--- config.mk ---
export PLATFORM = sky130hd
export DESIGN_NAME = pool_upsample
export DESIGN_NICKNAME = d
export VERILOG_FILES = /design/src/rtl/pool_upsample.sv
export SDC_FILE = /design/constraint.sdc
export NUM_CORES = 1
export LEC_CHECK = 0
export CAP_MARGIN = 20
export CELL_PAD_IN_SITES_DETAIL_PLACEMENT = 1
export CELL_PAD_IN_SITES_GLOBAL_PLACEMENT = 1
export CORE_AREA = 8 8 169 171
export CTS_CLUSTER_SIZE = 10
export DETAILED_ROUTE_END_ITERATION = 16
export DIE_AREA = 0 0 177 179
export GPL_TIMING_DRIVEN = 0
export PLACE_DENSITY_LB_ADDON = 0.1
export RECOVER_POWER = 25
export SYNTH_ARGS = -nofsm -noshare
export SYNTH_HDL_FRONTEND = slang
export SYNTH_SLANG_ARGS = --single-unit
--- constraint.sdc ---
create_clock -name CLK -period 14 [get_ports CLK]
set_clock_uncertainty 0.15 [all_clocks]
set_input_delay 3.5 -clock CLK [delete_from_list [all_inputs] [get_ports CLK]]
set_output_delay 3.5 -clock CLK [all_outputs]
set_load 0.005 [all_outputs]
--- src/rtl/pool_upsample.sv ---
// pool_upsample: nearest-neighbour unpooling stage.
// Stores one pooled row of ROW_WORDS vectors, then emits it POOL_X times
// horizontally and POOL_Y times vertically in the same NUM_PE-wide format.
// Optional macro UPSAMPLE_ZERO_FILL_EN: max-unpool zero insertion instead of
// replication (source value only at the top-left of each POOL_X x POOL_Y cell).
module pool_upsample #(
  parameter int unsigned DATA_WIDTH = 16,
  parameter int unsigned NUM_PE     = 4,
  parameter int unsigned POOL_X     = 2,
  parameter int unsigned POOL_Y     = 2,
  parameter int unsigned ROW_WORDS  = 2
) (
  input  logic                         CLK,
  input  logic                         RESET,
  input  logic                         ENABLE,
  output logic                         READY,
  input  logic [DATA_WIDTH*NUM_PE-1:0] DATA_IN,
  output logic [DATA_WIDTH*NUM_PE-1:0] DATA_OUT,
  output logic                         OUT_VALID,
  input  logic                         OUT_READY
);

  localparam int unsigned VEC_W = DATA_WIDTH * NUM_PE;
  localparam int unsigned IW    = (VEC_W > 1) ? $clog2(VEC_W) : 1;
  localparam int unsigned XW    = (POOL_X > 1) ? $clog2(POOL_X) : 1;
  localparam int unsigned YW    = (POOL_Y > 1) ? $clog2(POOL_Y) : 1;
  localparam int unsigned WW    = (ROW_WORDS > 1) ? $clog2(ROW_WORDS) : 1;

  localparam logic [XW-1:0] LAST_X = XW'(POOL_X - 1);
  localparam logic [YW-1:0] LAST_Y = YW'(POOL_Y - 1);
  localparam logic [WW-1:0] LAST_W = WW'(ROW_WORDS - 1);

  typedef enum logic [0:0] {
    LOAD = 1'b0,
    EMIT = 1'b1
  } state_t;

  state_t state_q, state_d;

  logic [WW-1:0]    word_q, word_d;
  logic [XW-1:0]    x_q, x_d;
  logic [YW-1:0]    y_q, y_d;
  logic             out_valid_q, out_valid_d;
  logic             ready_q, ready_d;
  logic [VEC_W-1:0] data_out_q;
  logic [VEC_W-1:0] exp_vec;
  logic             buf_we;
  logic             load_out;
  logic             clr_out;

  logic [VEC_W-1:0] row_buf [ROW_WORDS];

`ifdef UPSAMPLE_ZERO_FILL_EN
  // Output element e takes the source only at the top-left of its pooling cell.
  function automatic logic [VEC_W-1:0] expand(input logic [VEC_W-1:0] src,
                                              input logic [XW-1:0]    x,
                                              input logic [YW-1:0]    y);
    logic [VEC_W-1:0] res;
    int unsigned      pos;
    logic [IW-1:0]    src_lo;
    logic [IW-1:0]    dst_lo;
    res = '0;
    for (int unsigned e = 0; e < NUM_PE; e++) begin
      pos    = 32'(x) * NUM_PE + e;
      src_lo = IW'(DATA_WIDTH * (NUM_PE - 1 - pos / POOL_X));
      dst_lo = IW'(DATA_WIDTH * (NUM_PE - 1 - e));
      if ((y == '0) && ((pos % POOL_X) == 0)) begin
        res[dst_lo +: DATA_WIDTH] = src[src_lo +: DATA_WIDTH];
      end
    end
    return res;
  endfunction

  assign exp_vec = expand(row_buf[word_d], x_d, y_d);
`else
  // Output element e replicates source element (x*NUM_PE + e) / POOL_X.
  function automatic logic [VEC_W-1:0] expand(input logic [VEC_W-1:0] src,
                                              input logic [XW-1:0]    x);
    logic [VEC_W-1:0] res;
    int unsigned      pos;
    logic [IW-1:0]    src_lo;
    logic [IW-1:0]    dst_lo;
    res = '0;
    for (int unsigned e = 0; e < NUM_PE; e++) begin
      pos    = 32'(x) * NUM_PE + e;
      src_lo = IW'(DATA_WIDTH * (NUM_PE - 1 - pos / POOL_X));
      dst_lo = IW'(DATA_WIDTH * (NUM_PE - 1 - e));
      res[dst_lo +: DATA_WIDTH] = src[src_lo +: DATA_WIDTH];
    end
    return res;
  endfunction

  assign exp_vec = expand(row_buf[word_d], x_d);
`endif

  // State register.
  always_ff @(posedge CLK or posedge RESET) begin
    if (RESET) begin
      state_q <= LOAD;
    end else begin
      state_q <= state_d;
    end
  end

  // Next-state, counter advance and output-register control.
  always_comb begin
    state_d     = state_q;
    word_d      = word_q;
    x_d         = x_q;
    y_d         = y_q;
    out_valid_d = out_valid_q;
    buf_we      = 1'b0;
    load_out    = 1'b0;
    clr_out     = 1'b0;
    unique case (state_q)
      LOAD: begin
        if (ENABLE && ready_q) begin
          buf_we = 1'b1;
          if (word_q == LAST_W) begin
            word_d  = '0;
            state_d = EMIT;
          end else begin
            word_d = word_q + WW'(1);
          end
        end
      end
      EMIT: begin
        if (!out_valid_q) begin
          // First vector of the row; counters are already at zero.
          out_valid_d = 1'b1;
          load_out    = 1'b1;
        end else if (OUT_READY) begin
          if (x_q != LAST_X) begin
            x_d      = x_q + XW'(1);
            load_out = 1'b1;
          end else begin
            x_d = '0;
            if (word_q != LAST_W) begin
              word_d   = word_q + WW'(1);
              load_out = 1'b1;
            end else begin
              word_d = '0;
              if (y_q != LAST_Y) begin
                y_d      = y_q + YW'(1);
                load_out = 1'b1;
              end else begin
                y_d         = '0;
                out_valid_d = 1'b0;
                clr_out     = 1'b1;
                state_d     = LOAD;
              end
            end
          end
        end
      end
      default: begin
        state_d = LOAD;
      end
    endcase
    ready_d = (state_d == LOAD);
  end

  // Counters, handshake flags and the registered output vector.
  always_ff @(posedge CLK or posedge RESET) begin
    if (RESET) begin
      word_q      <= '0;
      x_q         <= '0;
      y_q         <= '0;
      out_valid_q <= 1'b0;
      ready_q     <= 1'b0;
      data_out_q  <= '0;
    end else begin
      word_q      <= word_d;
      x_q         <= x_d;
      y_q         <= y_d;
      out_valid_q <= out_valid_d;
      ready_q     <= ready_d;
      if (clr_out) begin
        data_out_q <= '0;
      end else if (load_out) begin
        data_out_q <= exp_vec;
      end
    end
  end

  // Row buffer; contents are don't-care after reset.
  always_ff @(posedge CLK) begin
    if (buf_we) begin
      row_buf[word_q] <= DATA_IN;
    end
  end

  assign READY     = ready_q;
  assign OUT_VALID = out_valid_q;
  assign DATA_OUT  = data_out_q;

endmodule

Yosys cells after proc, flatten, opt, wreduce, memory -nomap -nowiden
Memories as Yosys holds them, arrays and structs flattened. Cells that the tools add are included.

Flip-flop bits (word level): 70. Memory bits (writable): 128. Output and inout port bits: 66. Memories kept: 1.

Memory list: row_buf (words 2, bits a word 64, rd ports 1, clocked after memory_dff 0, write ports 1, RTL line 51) `logic [VEC_W-1:0] row_buf [ROW_WORDS];`.

Add/sub/neg operators: 10. Shift-type cells: 4. Mux-type cells: 34. Bitwise logic cells: 2. Reductions and logical operators: 3.

Operators by type and width (count): $shiftx A64 B7 Y16 (4); $mux W64 (2); $mux W1 (30); $sub A2 B2 Y2 const A (4); $add A3 B2 Y3 const B (2); $reduce_and A5 Y1 (1); $pmux W1 S2 (2); $add A1 B1 Y1 const B (3); $add A3 B1 Y3 const B (1); $not A1 Y1 (2); $reduce_bool A2 Y1 (1); $logic_and A1 B1 Y1 (1).

Depth between registers and ports, before layout
Depth after elaboration: 10. Depth in mapped cells: 6.

Worst setup path after synthesis
OpenSTA, ideal clock, no wires.

Kind: input to register. From: input port ENABLE. To: memory row_buf[1][0] (netlist name), enable pin. Library setup time: 578 ps. Arrival time: 8267 ps. Required time: 13272 ps. Setup slack: 5005 ps. Cell stages on the path: 2. Buffers on the path: 0. Cell sequence: nand2_1 > nor3b_1.

Cells in the longest elaborated chain, start to end: 5.

RTL lines: start: declaration (RTL line 15) `input logic ENABLE,`; $logic_and A1 B1 Y1 (RTL line 117) `if (ENABLE && ready_q) begin`; $mux W1 (RTL line 117); $mux W1 (RTL line 115) `unique case (state_q)`; $mux W1 (RTL line 188) `if (buf_we) begin`; $mux W1 (not written as such) (RTL line 189) `row_buf[word_q] <= DATA_IN;`; end: declaration (RTL line 51).

No other way between the ends.

Final worst setup path
From: input port ENABLE. To: memory row_buf[1][33] (netlist name), enable pin.

The elaborated chain is that of the path after synthesis.

==> run summary <==
share of the clock period used by the worst path - 38.21%
cell area after synthesis - 6357 um2
input/output buffers - 133
number of filler instances in the final layout - 2,656
leakage power summed over all cells - 3.296 nW
power share of the combinational group - 37.7%
most area-consuming cells after synthesis - sky130_fd_sc_hd__edfxtp_1 60%, sky130_fd_sc_hd__dfrtp_1 15%, sky130_fd_sc_hd__mux2i_1 10%, sky130_fd_sc_hd__o221ai_1 4.4%, sky130_fd_sc_hd__buf_4 3.8%
Worst path most repeated cell - sky130_fd_sc_hd__buf_8
antenna violations before repair - 2
Net count, final - 606
Total GRT Usage - 10.94%
final RePlAce weighted congestion - 0.6981
final antenna-violating net count - 0
largest fanout on the critical path - 10
Worst Path Class, Setup - in2reg
Final HPWL DP - 11,870 um
Area growth, synth to finish - 39.38%
clock slew at the register clock pins of the worst setup and hold paths - 70 ps
TritonCTS clock tree - done
fin. max-slew vios - 0
total number of vias - 3,734
Clock Tree Root - sky130_fd_sc_hd__clkbuf_16
vias per std cell - 4.219
number of placement rows - 59
post-synthesis cell count - 370
H-tree levels - 4
post-cts gate resize count - 0
total negative slack for setup checks - 0 ps
cell breakdown of the critical path - clkdlybuf4s50_1, nand2_1, nor3b_2, buf_4, buf_8, buf_8
wire length per cell after detailed routing - 19.18 um
Crit path required time - 13,990 ps
chip width - 177 um
net switching component of the power - 567.5 uW
area of the core - 25,760 um2
headroom to the max-slew limit - 49.15%
clock latency on the worst-skew pair - 420 ps
I/O pins - 134
proportion of layout cells with a drive suffix above 1 - 16.55%
Power per Cell Area - 202.0 nW/um2
Unique masters post-synth - 23
kind of start point of the critical path - input port
Arrival @ worst endpoint - 5340 ps
grt ovf - 0
part of the total power dissipated in sequential elements - 37.0%
Int Power - 1.222 mW
most common cell in the synthesized netlist - sky130_fd_sc_hd__edfxtp_1
cell family with most CP delay - buffers and inverters
pin slew with the least headroom to its limit - 762.8 ps
Die H - 179 um
number of diodes added for antenna fixing - 0
hold-fix buffers at CTS - 0
fraction of synthesized cell area taken by the top area cell type - 60.46%
Post-Synthesis Mean Instance Area - 17.18 um2
net count of the mapped netlist - 439
smallest hold slack - 368.5 ps
synthesized flop and latch total - 166
setup repair after global routing missed its margin - false
Ys Warns - 0
max-cap check violation count - 0
Fmax - 186.9 MHz
CP max stage cell - sky130_fd_sc_hd__nor3b_2
outcome - finished clean
number of synthesized flops with an enable pin - 128
Crit path largest cell delay - 600 ps
wire length of the first global-routing pass - 25,550 um
share of async-settable or async-resettable flops after synthesis - 22.89%
maximum number of pins on one net before global-route repair - 22
total of endpoints with negative setup slack in the final report - 0
CTS sink cnt - 166
starting DRC count in detailed routing - 116
worst-case vdd ir drop - 0.00006058 V
effective utilization at floorplan - 24.68%
final wirelength - 16,980 um
type of destination of the critical path - flop
min Tclk post-route - 5349 ps
number of detailed-route iterations in the first pass - 4
commonest cells in the netlist - 128 x sky130_fd_sc_hd__edfxtp_1, 65 x sky130_fd_sc_hd__mux2i_1, 38 x sky130_fd_sc_hd__dfrtp_1, 36 x sky130_fd_sc_hd__nand2_1
number of buffers created by CTS - 17
type of the worst min-delay path - reg2reg
die footprint - 31,680 um2
Clock power frac - 25.3%
fraction of power spent switching nets - 31.71%
Post-CTS Setup Bufs - 0
via count of the first global-routing pass - 4,212
number of design rule violations left after detail routing - 0
most area-hungry cell type in the Yosys netlist - sky130_fd_sc_hd__edfxtp_1
Final Hold Violating Endpoints - 0
fraction of the yosys area taken by sequential cells - 75.42%
CTS Buffer Depth - 2
top_reg_cell synth - sky130_fd_sc_hd__edfxtp_1
number of buffer and inverter instances along the worst setup path - 4
-- path summary, 6_finish.rpt --
check,from,endpoint,slack (ps),cells past startpoint
max in group asynchronous,RESET,DATA_OUT[29],9890,3
worst min-delay path,y_q,y_q,370,1
worst max-delay path,ENABLE,row_buf[1][33],8650,6
min in group asynchronous,RESET,DATA_OUT[58],3280,2
worst max register to register,state_q,row_buf[1][33],11650,5
worst min register to register,y_q,y_q,370,1
-- worst register-to-register path, cell delays in order, from the launching register on --
cell and delay [ps]:
sky130_fd_sc_hd__dfrtp_1 400, sky130_fd_sc_hd__clkbuf_1 240, sky130_fd_sc_hd__nor3b_2 620, sky130_fd_sc_hd__buf_4 330, sky130_fd_sc_hd__buf_8 180, sky130_fd_sc_hd__buf_8 160
-- routing by layer --
layer / share of wire (%) / up-vias / track usage, % / wire, um
met5: 0.16 / - / 0 / 27
met2: 53 / 86 / 19.26 / 8926
met1: 42 / 1904 / 12.58 / 7144
met4: 1.2 / 4 / 3.993 / 207
met3: 4.0 / 14 / 2.906 / 671
li1: - / 1726 / - / -
-- power groups by stage --
stage	combinational, mW	sequential (mW)	clock [mW]
6_report	0.675	0.662	0.452
5_1_grt	0.739	0.673	0.490
4_1_cts	0.706	0.666	0.469
3_5_place_dp	0.703	0.677	0
3_3_place_gp	0.684	0.679	0
2_1_floorplan	0.367	0.666	0
-- layout by cell type (no fill, tap or decap), drive strengths merged --
master | Yosys | layout
and3 | 1 | 1
dfrtp | 38 | 38
nor2 | 2 | 2
nand4 | 1 | 1
clkbuf | 10 | 27
a211oi | 1 | 1
xnor2 | 3 | 3
clkdlybuf4s50 | 0 | 83
nand2 | 36 | 36
inv | 4 | 14
ha | 1 | 1
nor3 | 1 | 1
o221ai | 32 | 32
a21oi | 1 | 1
mux2i | 65 | 65
o21a | 2 | 2
buf | 39 | 54
clkinv | 0 | 3
nor3b | 1 | 1
nand3 | 2 | 2
clkinvlp | 0 | 2
dlygate4sd3 | 0 | 50
edfxtp | 128 | 128
o21ai | 2 | 2
-- logic make-up after synthesis --
family / Yosys count / share of synthesized area, %
AO/OA/AOI/OAI: 38 / 4.999
XOR/XNOR: 3 / 0.5315
adder cells (fa/ha/maj): 1 / 0.1968
buffers and inverters: 53 / 5.747
flip-flops: 166 / 75.42
multiplexers: 65 / 10.23
AND/OR/NAND/NOR: 44 / 2.874
-- metrics by stage --
stage               instances  util [%]  area [um2]  power (mW)  worst slack, ps
floorplan                 370         -        6357       1.033             5005
global placement          838     31.47        8108       1.363            759.1
detailed placement        853     32.21        8299       1.379             8120
CTS                       885     34.39        8861       1.841             8576
global route              885     34.39        8861       1.902             8504
finish                    885     34.39        8861       1.790             8651
-- state kept, by name, indices dropped and copies added, names as in the netlist --
register   flops
row_buf      128
DATA_OUT      32
OUT_VALID      1
READY          1
state_q        1
word_q         1
x_q            1
y_q            1
-- area by class of cell --
type / count / area, um2 / share of cell area (%)
timing repair buffer: 148 / 1513 / 17.07
multi-input combinational: 151 / 1207 / 13.63
clock inverter: 15 / 136.4 / 1.539
buffer: 49 / 350.3 / 3.954
clock buffer: 17 / 425.4 / 4.801
sequential: 166 / 4795 / 54.11
tap: 335 / 419.2 / 4.730
inverter: 4 / 15.01 / 0.1694
No activity file was read; power rests on OpenSTA's default activity.
